--- src/rtl/uart_boot_loader.sv ---
// Boot loader: receives A5/N/words/CSUM over UART, writes words to instruction ROM, releases the core on a good checksum.
// Latency: ROM strobe one cycle after the 4th byte of each word; core released the cycle after the checksum byte.
// Backpressure: none; the serial line cannot be stalled and each ROM write is an unconditional one-cycle strobe.
module uart_boot_loader #(
   parameter int CLK_HZ      = 50000000,
   parameter int BAUD        = 115200,
   parameter int ADDR_W      = 10,
   parameter int TIMEOUT_CYC = 1000000
) (
   input  logic              i_clk,
   input  logic              i_reset,
   input  logic              i_uart_rx,
   output logic              o_rom_we,
   output logic [ADDR_W-1:0] o_rom_addr,
   output logic [31:0]       o_rom_wdata,
   output logic              o_core_enable,
   output logic              o_core_reset,
   output logic              o_busy,
   output logic              o_error
);

   localparam int BIT_CYC = CLK_HZ / BAUD;
   localparam int HALF    = BIT_CYC / 2;
   localparam int CNT_W   = $clog2(BIT_CYC + 1);
   localparam int TMO_W   = $clog2(TIMEOUT_CYC + 1);
   localparam logic [CNT_W-1:0] CNT_HALF = CNT_W'(HALF - 1);
   localparam logic [CNT_W-1:0] CNT_BIT  = CNT_W'(BIT_CYC - 1);
   localparam logic [TMO_W-1:0] TMO_LAST = TMO_W'(TIMEOUT_CYC - 1);
   localparam logic [16:0]      MAX_WORDS = 17'(2 ** ADDR_W);
   localparam logic [7:0]       SYNC_BYTE = 8'hA5;

   typedef enum logic [1:0] {RX_IDLE, RX_START, RX_DATA, RX_STOP} rx_state_t;
   typedef enum logic [2:0] {S_IDLE, S_LEN0, S_LEN1, S_DATA, S_CSUM, S_RUN, S_ERR} state_t;

   // Receiver state
   logic             r_rx_s1, r_rx_s2, r_rx_prev;
   rx_state_t        r_rx_state, w_rx_state_nxt;
   logic [CNT_W-1:0] r_rx_cnt, w_rx_cnt_nxt;
   logic [2:0]       r_rx_bit, w_rx_bit_nxt;
   logic [7:0]       r_rx_shift, w_rx_shift_nxt;
   logic             w_byte_vld, w_stop_err;
   logic [7:0]       w_rx_byte;

   // Protocol state
   state_t           r_state, w_state_nxt;
   logic             w_load_start, w_in_load;
   logic [15:0]      w_n;
   logic [7:0]       r_len_lo;
   logic [16:0]      r_len;
   logic [7:0]       r_csum;
   logic [1:0]       r_byte_idx;
   logic [16:0]      r_word_idx;
   logic [23:0]      r_wbuf;
   logic [TMO_W-1:0] r_tmo_cnt;
   logic             r_rom_we;
   logic [ADDR_W-1:0] r_rom_addr;
   logic [31:0]      r_rom_wdata;

   assign w_rx_byte   = r_rx_shift;
   assign o_rom_we    = r_rom_we;
   assign o_rom_addr  = r_rom_addr;
   assign o_rom_wdata = r_rom_wdata;

   // Two-flop synchroniser plus a delayed copy for falling-edge detection; idles high
   always_ff @(posedge i_clk) begin
      if (!i_reset) begin
         r_rx_s1   <= 1'b1;
         r_rx_s2   <= 1'b1;
         r_rx_prev <= 1'b1;
      end else begin
         r_rx_s1   <= i_uart_rx;
         r_rx_s2   <= r_rx_s1;
         r_rx_prev <= r_rx_s2;
      end
   end

   // Receiver state register
   always_ff @(posedge i_clk) begin
      if (!i_reset) begin
         r_rx_state <= RX_IDLE;
         r_rx_cnt   <= '0;
         r_rx_bit   <= '0;
         r_rx_shift <= '0;
      end else begin
         r_rx_state <= w_rx_state_nxt;
         r_rx_cnt   <= w_rx_cnt_nxt;
         r_rx_bit   <= w_rx_bit_nxt;
         r_rx_shift <= w_rx_shift_nxt;
      end
   end

   // Receiver sequencing: start re-check at half a bit, then one sample per bit period
   always_comb begin
      w_rx_state_nxt = r_rx_state;
      w_rx_cnt_nxt   = r_rx_cnt + CNT_W'(1);
      w_rx_bit_nxt   = r_rx_bit;
      w_rx_shift_nxt = r_rx_shift;
      w_byte_vld     = 1'b0;
      w_stop_err     = 1'b0;
      case (r_rx_state)
         RX_IDLE: begin
            w_rx_cnt_nxt = '0;
            if (r_rx_prev && !r_rx_s2) w_rx_state_nxt = RX_START;
         end
         RX_START: begin
            if (r_rx_cnt == CNT_HALF) begin
               w_rx_cnt_nxt = '0;
               w_rx_bit_nxt = '0;
               w_rx_state_nxt = r_rx_s2 ? RX_IDLE : RX_DATA;
            end
         end
         RX_DATA: begin
            if (r_rx_cnt == CNT_BIT) begin
               w_rx_cnt_nxt   = '0;
               w_rx_shift_nxt = {r_rx_s2, r_rx_shift[7:1]};
               if (r_rx_bit == 3'd7) w_rx_state_nxt = RX_STOP;
               else                  w_rx_bit_nxt   = r_rx_bit + 3'd1;
            end
         end
         RX_STOP: begin
            if (r_rx_cnt == CNT_BIT) begin
               w_rx_cnt_nxt   = '0;
               w_rx_state_nxt = RX_IDLE;
               w_byte_vld     = r_rx_s2;
               w_stop_err     = !r_rx_s2;
            end
         end
         default: w_rx_state_nxt = RX_IDLE;
      endcase
   end

   // Protocol state register
   always_ff @(posedge i_clk) begin
      if (!i_reset) r_state <= S_IDLE;
      else          r_state <= w_state_nxt;
   end

   // Protocol next state and status outputs; framing errors and timeouts abort an active load
   always_comb begin
      w_state_nxt  = r_state;
      w_load_start = 1'b0;
      w_in_load    = (r_state == S_LEN0) || (r_state == S_LEN1) ||
                     (r_state == S_DATA) || (r_state == S_CSUM);
      w_n          = {w_rx_byte, r_len_lo};
      case (r_state)
         S_IDLE, S_ERR: begin
            if (w_byte_vld && (w_rx_byte == SYNC_BYTE)) begin
               w_state_nxt  = S_LEN0;
               w_load_start = 1'b1;
            end
         end
         S_LEN0: if (w_byte_vld) w_state_nxt = S_LEN1;
         S_LEN1: begin
            if (w_byte_vld) begin
               if ({1'b0, w_n} > MAX_WORDS) w_state_nxt = S_ERR;
               else if (w_n == 16'd0)       w_state_nxt = S_CSUM;
               else                         w_state_nxt = S_DATA;
            end
         end
         S_DATA: begin
            if (w_byte_vld && (r_byte_idx == 2'd3) && (r_word_idx == r_len - 17'd1))
               w_state_nxt = S_CSUM;
         end
         S_CSUM: if (w_byte_vld) w_state_nxt = (w_rx_byte == r_csum) ? S_RUN : S_ERR;
         S_RUN:  w_state_nxt = S_RUN;
         default: w_state_nxt = S_IDLE;
      endcase
      if (w_in_load && (w_stop_err || (!w_byte_vld && (r_tmo_cnt == TMO_LAST))))
         w_state_nxt = S_ERR;
      o_busy        = w_in_load;
      o_core_enable = (r_state == S_RUN);
      o_core_reset  = (r_state == S_RUN);
      o_error       = (r_state == S_ERR);
   end

   // Load datapath: length capture, running checksum, word assembly, ROM strobe and idle timer
   always_ff @(posedge i_clk) begin
      if (!i_reset) begin
         r_len_lo    <= '0;
         r_len       <= '0;
         r_csum      <= '0;
         r_byte_idx  <= '0;
         r_word_idx  <= '0;
         r_wbuf      <= '0;
         r_tmo_cnt   <= '0;
         r_rom_we    <= 1'b0;
         r_rom_addr  <= '0;
         r_rom_wdata <= '0;
      end else begin
         r_rom_we <= 1'b0;
         if (w_in_load && !w_byte_vld) r_tmo_cnt <= r_tmo_cnt + TMO_W'(1);
         else                          r_tmo_cnt <= '0;
         if (w_load_start) begin
            r_csum     <= '0;
            r_word_idx <= '0;
            r_byte_idx <= '0;
         end else if (w_byte_vld) begin
            case (r_state)
               S_LEN0: begin
                  r_len_lo <= w_rx_byte;
                  r_csum   <= r_csum ^ w_rx_byte;
               end
               S_LEN1: begin
                  r_len  <= {1'b0, w_rx_byte, r_len_lo};
                  r_csum <= r_csum ^ w_rx_byte;
               end
               S_DATA: begin
                  r_csum     <= r_csum ^ w_rx_byte;
                  r_byte_idx <= r_byte_idx + 2'd1;
                  r_wbuf     <= {w_rx_byte, r_wbuf[23:8]};
                  if (r_byte_idx == 2'd3) begin
                     r_rom_we    <= 1'b1;
                     r_rom_addr  <= r_word_idx[ADDR_W-1:0];
                     r_rom_wdata <= {w_rx_byte, r_wbuf};
                     r_word_idx  <= r_word_idx + 17'd1;
                  end
               end
               default: ;
            endcase
         end
      end
   end

endmodule

--- config.mk ---
export PLATFORM = sky130hd
export DESIGN_NAME = uart_boot_loader
export DESIGN_NICKNAME = d
export VERILOG_FILES = /design/src/rtl/uart_boot_loader.sv
export SDC_FILE = /design/constraint.sdc
export NUM_CORES = 1
export LEC_CHECK = 0
export ABC_AREA = 1
export BUFFER_PORTS_ARGS = -buffer_cell sky130_fd_sc_hd__buf_2
export CELL_PAD_IN_SITES_DETAIL_PLACEMENT = 1
export CELL_PAD_IN_SITES_GLOBAL_PLACEMENT = 2
export CORE_MARGIN = 8
export CORE_UTILIZATION = 30
export DETAILED_ROUTE_END_ITERATION = 10
export GPL_TIMING_DRIVEN = 0
export PLACE_DENSITY_LB_ADDON = 0.12
export SYNTH_ARGS = -nofsm -noshare
export SYNTH_HDL_FRONTEND = slang
export SYNTH_SLANG_ARGS = --single-unit
--- constraint.sdc ---
create_clock -name i_clk -period 3.13 [get_ports i_clk]
set_input_delay 0.1565 -clock i_clk [delete_from_list [all_inputs] [get_ports i_clk]]
set_output_delay 0.1565 -clock i_clk [all_outputs]
set_load 0.03 [all_outputs]
==> impl_metrics.json <==
{
  "status": "completed",
  "rsz0062_at_grt": "false",
  "antenna_found_initial": 0,
  "diodes": 0,
  "reg2reg_from": "r_rx_cnt[1]",
  "synth_commonest_cells": "dfxtp_1, nand2_1, inv_1",
  "fmax_ghz": 0.371,
  "crit_arrival_ns": 2.97,
  "synth_most_common_cell": "dfxtp_1",
  "io_pins": 50,
  "post-route-drc-count": 0,
  "syn_avg_cell_area_um2": 7.45,
  "start_util_pct": 30.5,
  "worstSkewPairLatency_ns": 0.44,
  "synth-xor-area-share_pct": 4.39,
  "wl_um": 21400,
  "grt_usage_pct": 14.5,
  "clk_pin_slew_ns": 0.08,
  "ir_drop_mv": 0.274,
  "portBuffers": 49,
  "hold_viol": 0,
  "synthArstFlopShare_pct": 0,
  "seq_power_share_pct": 47.9,
  "ant_nets": 0,
  "syn_inst": 991,
  "max-cap-violations": 0,
  "synth.top_cell.area_share_pct": 45.0,
  "tightestPinTransition_ns": 0.994,
  "cp.required_ns": 3.41,
  "finalWeightedCongestion": 0.751,
  "period_needed_ns": 2.69,
  "synth_top_family_by_area": "simple AND/OR/NAND/NOR gates",
  "synth.area.mux_share_pct": 0,
  "cts_tree": "done",
  "hpwl_um": 16200,
  "grt_pass1_vias": 6665,
  "nNetsFinal": 1072,
  "synthesis.area_um2": 7380,
  "synthAdderAreaFrac_pct": 1.52,
  "cts_sinks": 166,
  "p_sw_share_pct": 25.1,
  "synth_ff_type": "dfxtp_1",
  "clkPwrFrac_pct": 49.6,
  "synth_area_leaders": "dfxtp_1, a21oi_1, nand2_1, inv_1, o21ai_0",
  "rows": 57,
  "worstRegToRegCells": 10,
  "multiInputGateArea_um2": 3400,
  "leakage_nw": 3.40,
  "synth_compound_area_share_pct": 16.8,
  "area_growth_pct": 17.4,
  "cp-end-kind": "flip-flop",
  "overflow": 0,
  "fin_setup_tns_ns": 0,
  "nFillCells": 3054,
  "ys_ff_latch": 166,
  "yosys.area_share.simple_pct": 23.3,
  "cts-root-buf": "clkbuf_16",
  "core_um2": 24200,
  "drt_iter0_drc": 260,
  "die-area_um2": 29900,
  "dr.pass1.iters": 4,
  "crit_end": "r_word_idx[16]",
  "r2r_setup_slack_ns": 0.44,
  "regArea_um2": 3320,
  "crit_path_max_fanout": 10,
  "die_h_um": 173,
  "drive_gt1_share_pct": 11.0,
  "cts_htree_levels": 4,
  "relSlewSlack_pct": 33.2,
  "synth_edf_count": 0,
  "synth.distinct_cells": 40,
  "numCtsBuffers": 17,
  "p_sw_mw": 1.11,
  "placed_cell_area_um2": 8040,
  "drv_slew": 0,
  "cts_buffer_depth": 2,
  "cp-startpoint": "r_rx_cnt[1]",
  "cts_setup_buffers": 0,
  "power_density_nw_per_um2": 511,
  "vias": 6528,
  "ys_warn_count": 0,
  "setup_viol": 0,
  "ys_seq_area_share_pct": 45.0,
  "synthesis.nets": 1003,
  "grt_first_pass_wirelength_um": 35300,
  "combPwrFrac_pct": 2.4,
  "via_per_inst": 4.67,
  "final_area_um2": 8670,
  "grt_max_degree": 19,
  "timing.final.crit_share_pct": 86.0,
  "wl_per_cell_um": 15.3,
  "finClkSkew_ns": 0.0138,
  "internal_power_mw": 3.32,
  "holdBufCountCts": 1,
  "startpoint_type": "flip-flop",
  "synth_top_cell_by_area": "dfxtp_1",
  "post_cts_resize_count": 0,
  "worstSetupPathType": "reg2reg",
  "hp-class": "in2reg",
  "r2r-end": "r_word_idx[16]",
  "die_w_um": 173
}
routing by layer:
layer | part of all wire (%) | routed length [um] | track usage [%] | vias to the layer above
li1 | - | - | - | 3397
met1 | 50 | 10600 | 19.1 | 3061
met2 | 47 | 10000 | 23.9 | 51
met3 | 2.2 | 462 | 2.57 | 19
met4 | 1.2 | 263 | 4.31 | 0
met5 | 0 | 0 | 0 | -
metrics by stage:
step / hold slack (ns) / worst slack (ns) / instances / utilization [%] / total power, mW
2_1_floorplan: 0.263 / 1.19 / 991 / - / 2.24
3_3_place_gp: 0.361 / 0.365 / 1364 / 33.1 / 2.28
3_5_place_dp: 0.363 / 0.404 / 1364 / 33.1 / 2.28
4_1_cts: 0.0663 / 0.355 / 1397 / 35.7 / 4.52
5_1_grt: 0.112 / 0.230 / 1397 / 35.7 / 4.62
6_report: 0.0807 / 0.438 / 1397 / 35.7 / 4.43
cell type report:
type | instances | area share [%]
inverters | 127 | 5.50
flip-flops and latches | 166 | 38.3
plain buffers | 42 | 2.12
clock inverters | 14 | 2.11
multi-input cells | 656 | 39.2
clock buffers | 18 | 5.07
well taps | 324 | 4.68
repair buffers | 50 | 2.95
critical path, stage by stage (launching register included):
cell	delay (ns)
dfxtp_1	0.32
inv_1	0.09
ha_1	0.16
nand2_1	0.05
nor2_1	0.13
nand2_2	0.12
nor3_4	0.41
nand3_1	0.19
nand2_1	0.35
clkbuf_1	0.62
a21oi_1	0.10
power groups by stage:
stage | combinational, mW | clock (mW) | sequential [mW]
3_3_place_gp | 0.109 | 0 | 2.17
2_1_floorplan | 0.0718 | 0 | 2.17
3_5_place_dp | 0.110 | 0 | 2.17
4_1_cts | 0.111 | 2.28 | 2.12
6_report | 0.107 | 2.20 | 2.12
5_1_grt | 0.125 | 2.37 | 2.13
flip-flops by register name, summed over array words and instances, names as in the netlist, 8 cells and up, named ones only:
register     cells
o_rom_addr      10
o_rom_wdata     32
r_csum           8
r_len           16
r_len_lo         8
r_rx_cnt         9
r_rx_shift       8
r_tmo_cnt       20
r_wbuf          24
r_word_idx      17
layout by cell type, fill, tap and decap left out, drive strengths merged, types with 25 or more instances in the layout:
| cell | netlist | final |
|---|---|---|
| clkbuf | 29 | 47 |
| nor3 | 27 | 27 |
| o21ai | 88 | 88 |
| buf | 13 | 62 |
| a21oi | 109 | 109 |
| inv | 125 | 131 |
| nand3 | 44 | 44 |
| nand2 | 146 | 146 |
| nor2 | 119 | 119 |
| dfxtp | 166 | 166 |
| a211oi | 25 | 25 |
cell families after synthesis:
family	count (synthesis)
AOI/OAI and AO/OA	230
adders and majority gates	9
xor gates and xnor gates	37
and+or+nand+nor	380
DFF	166
buffers and inverters	169
worst min-delay path by stage:
stage,from,to,depth (start not counted)
floorplan,i_uart_rx,r_rx_s1,1
global placement,i_uart_rx,r_rx_s1,2
detailed placement,i_uart_rx,r_rx_s1,2
CTS,i_reset,r_rx_s2,3
global route,i_reset,r_rx_s2,3
finish,i_reset,r_rx_s2,3
No activity file was read; power rests on OpenSTA's default activity.
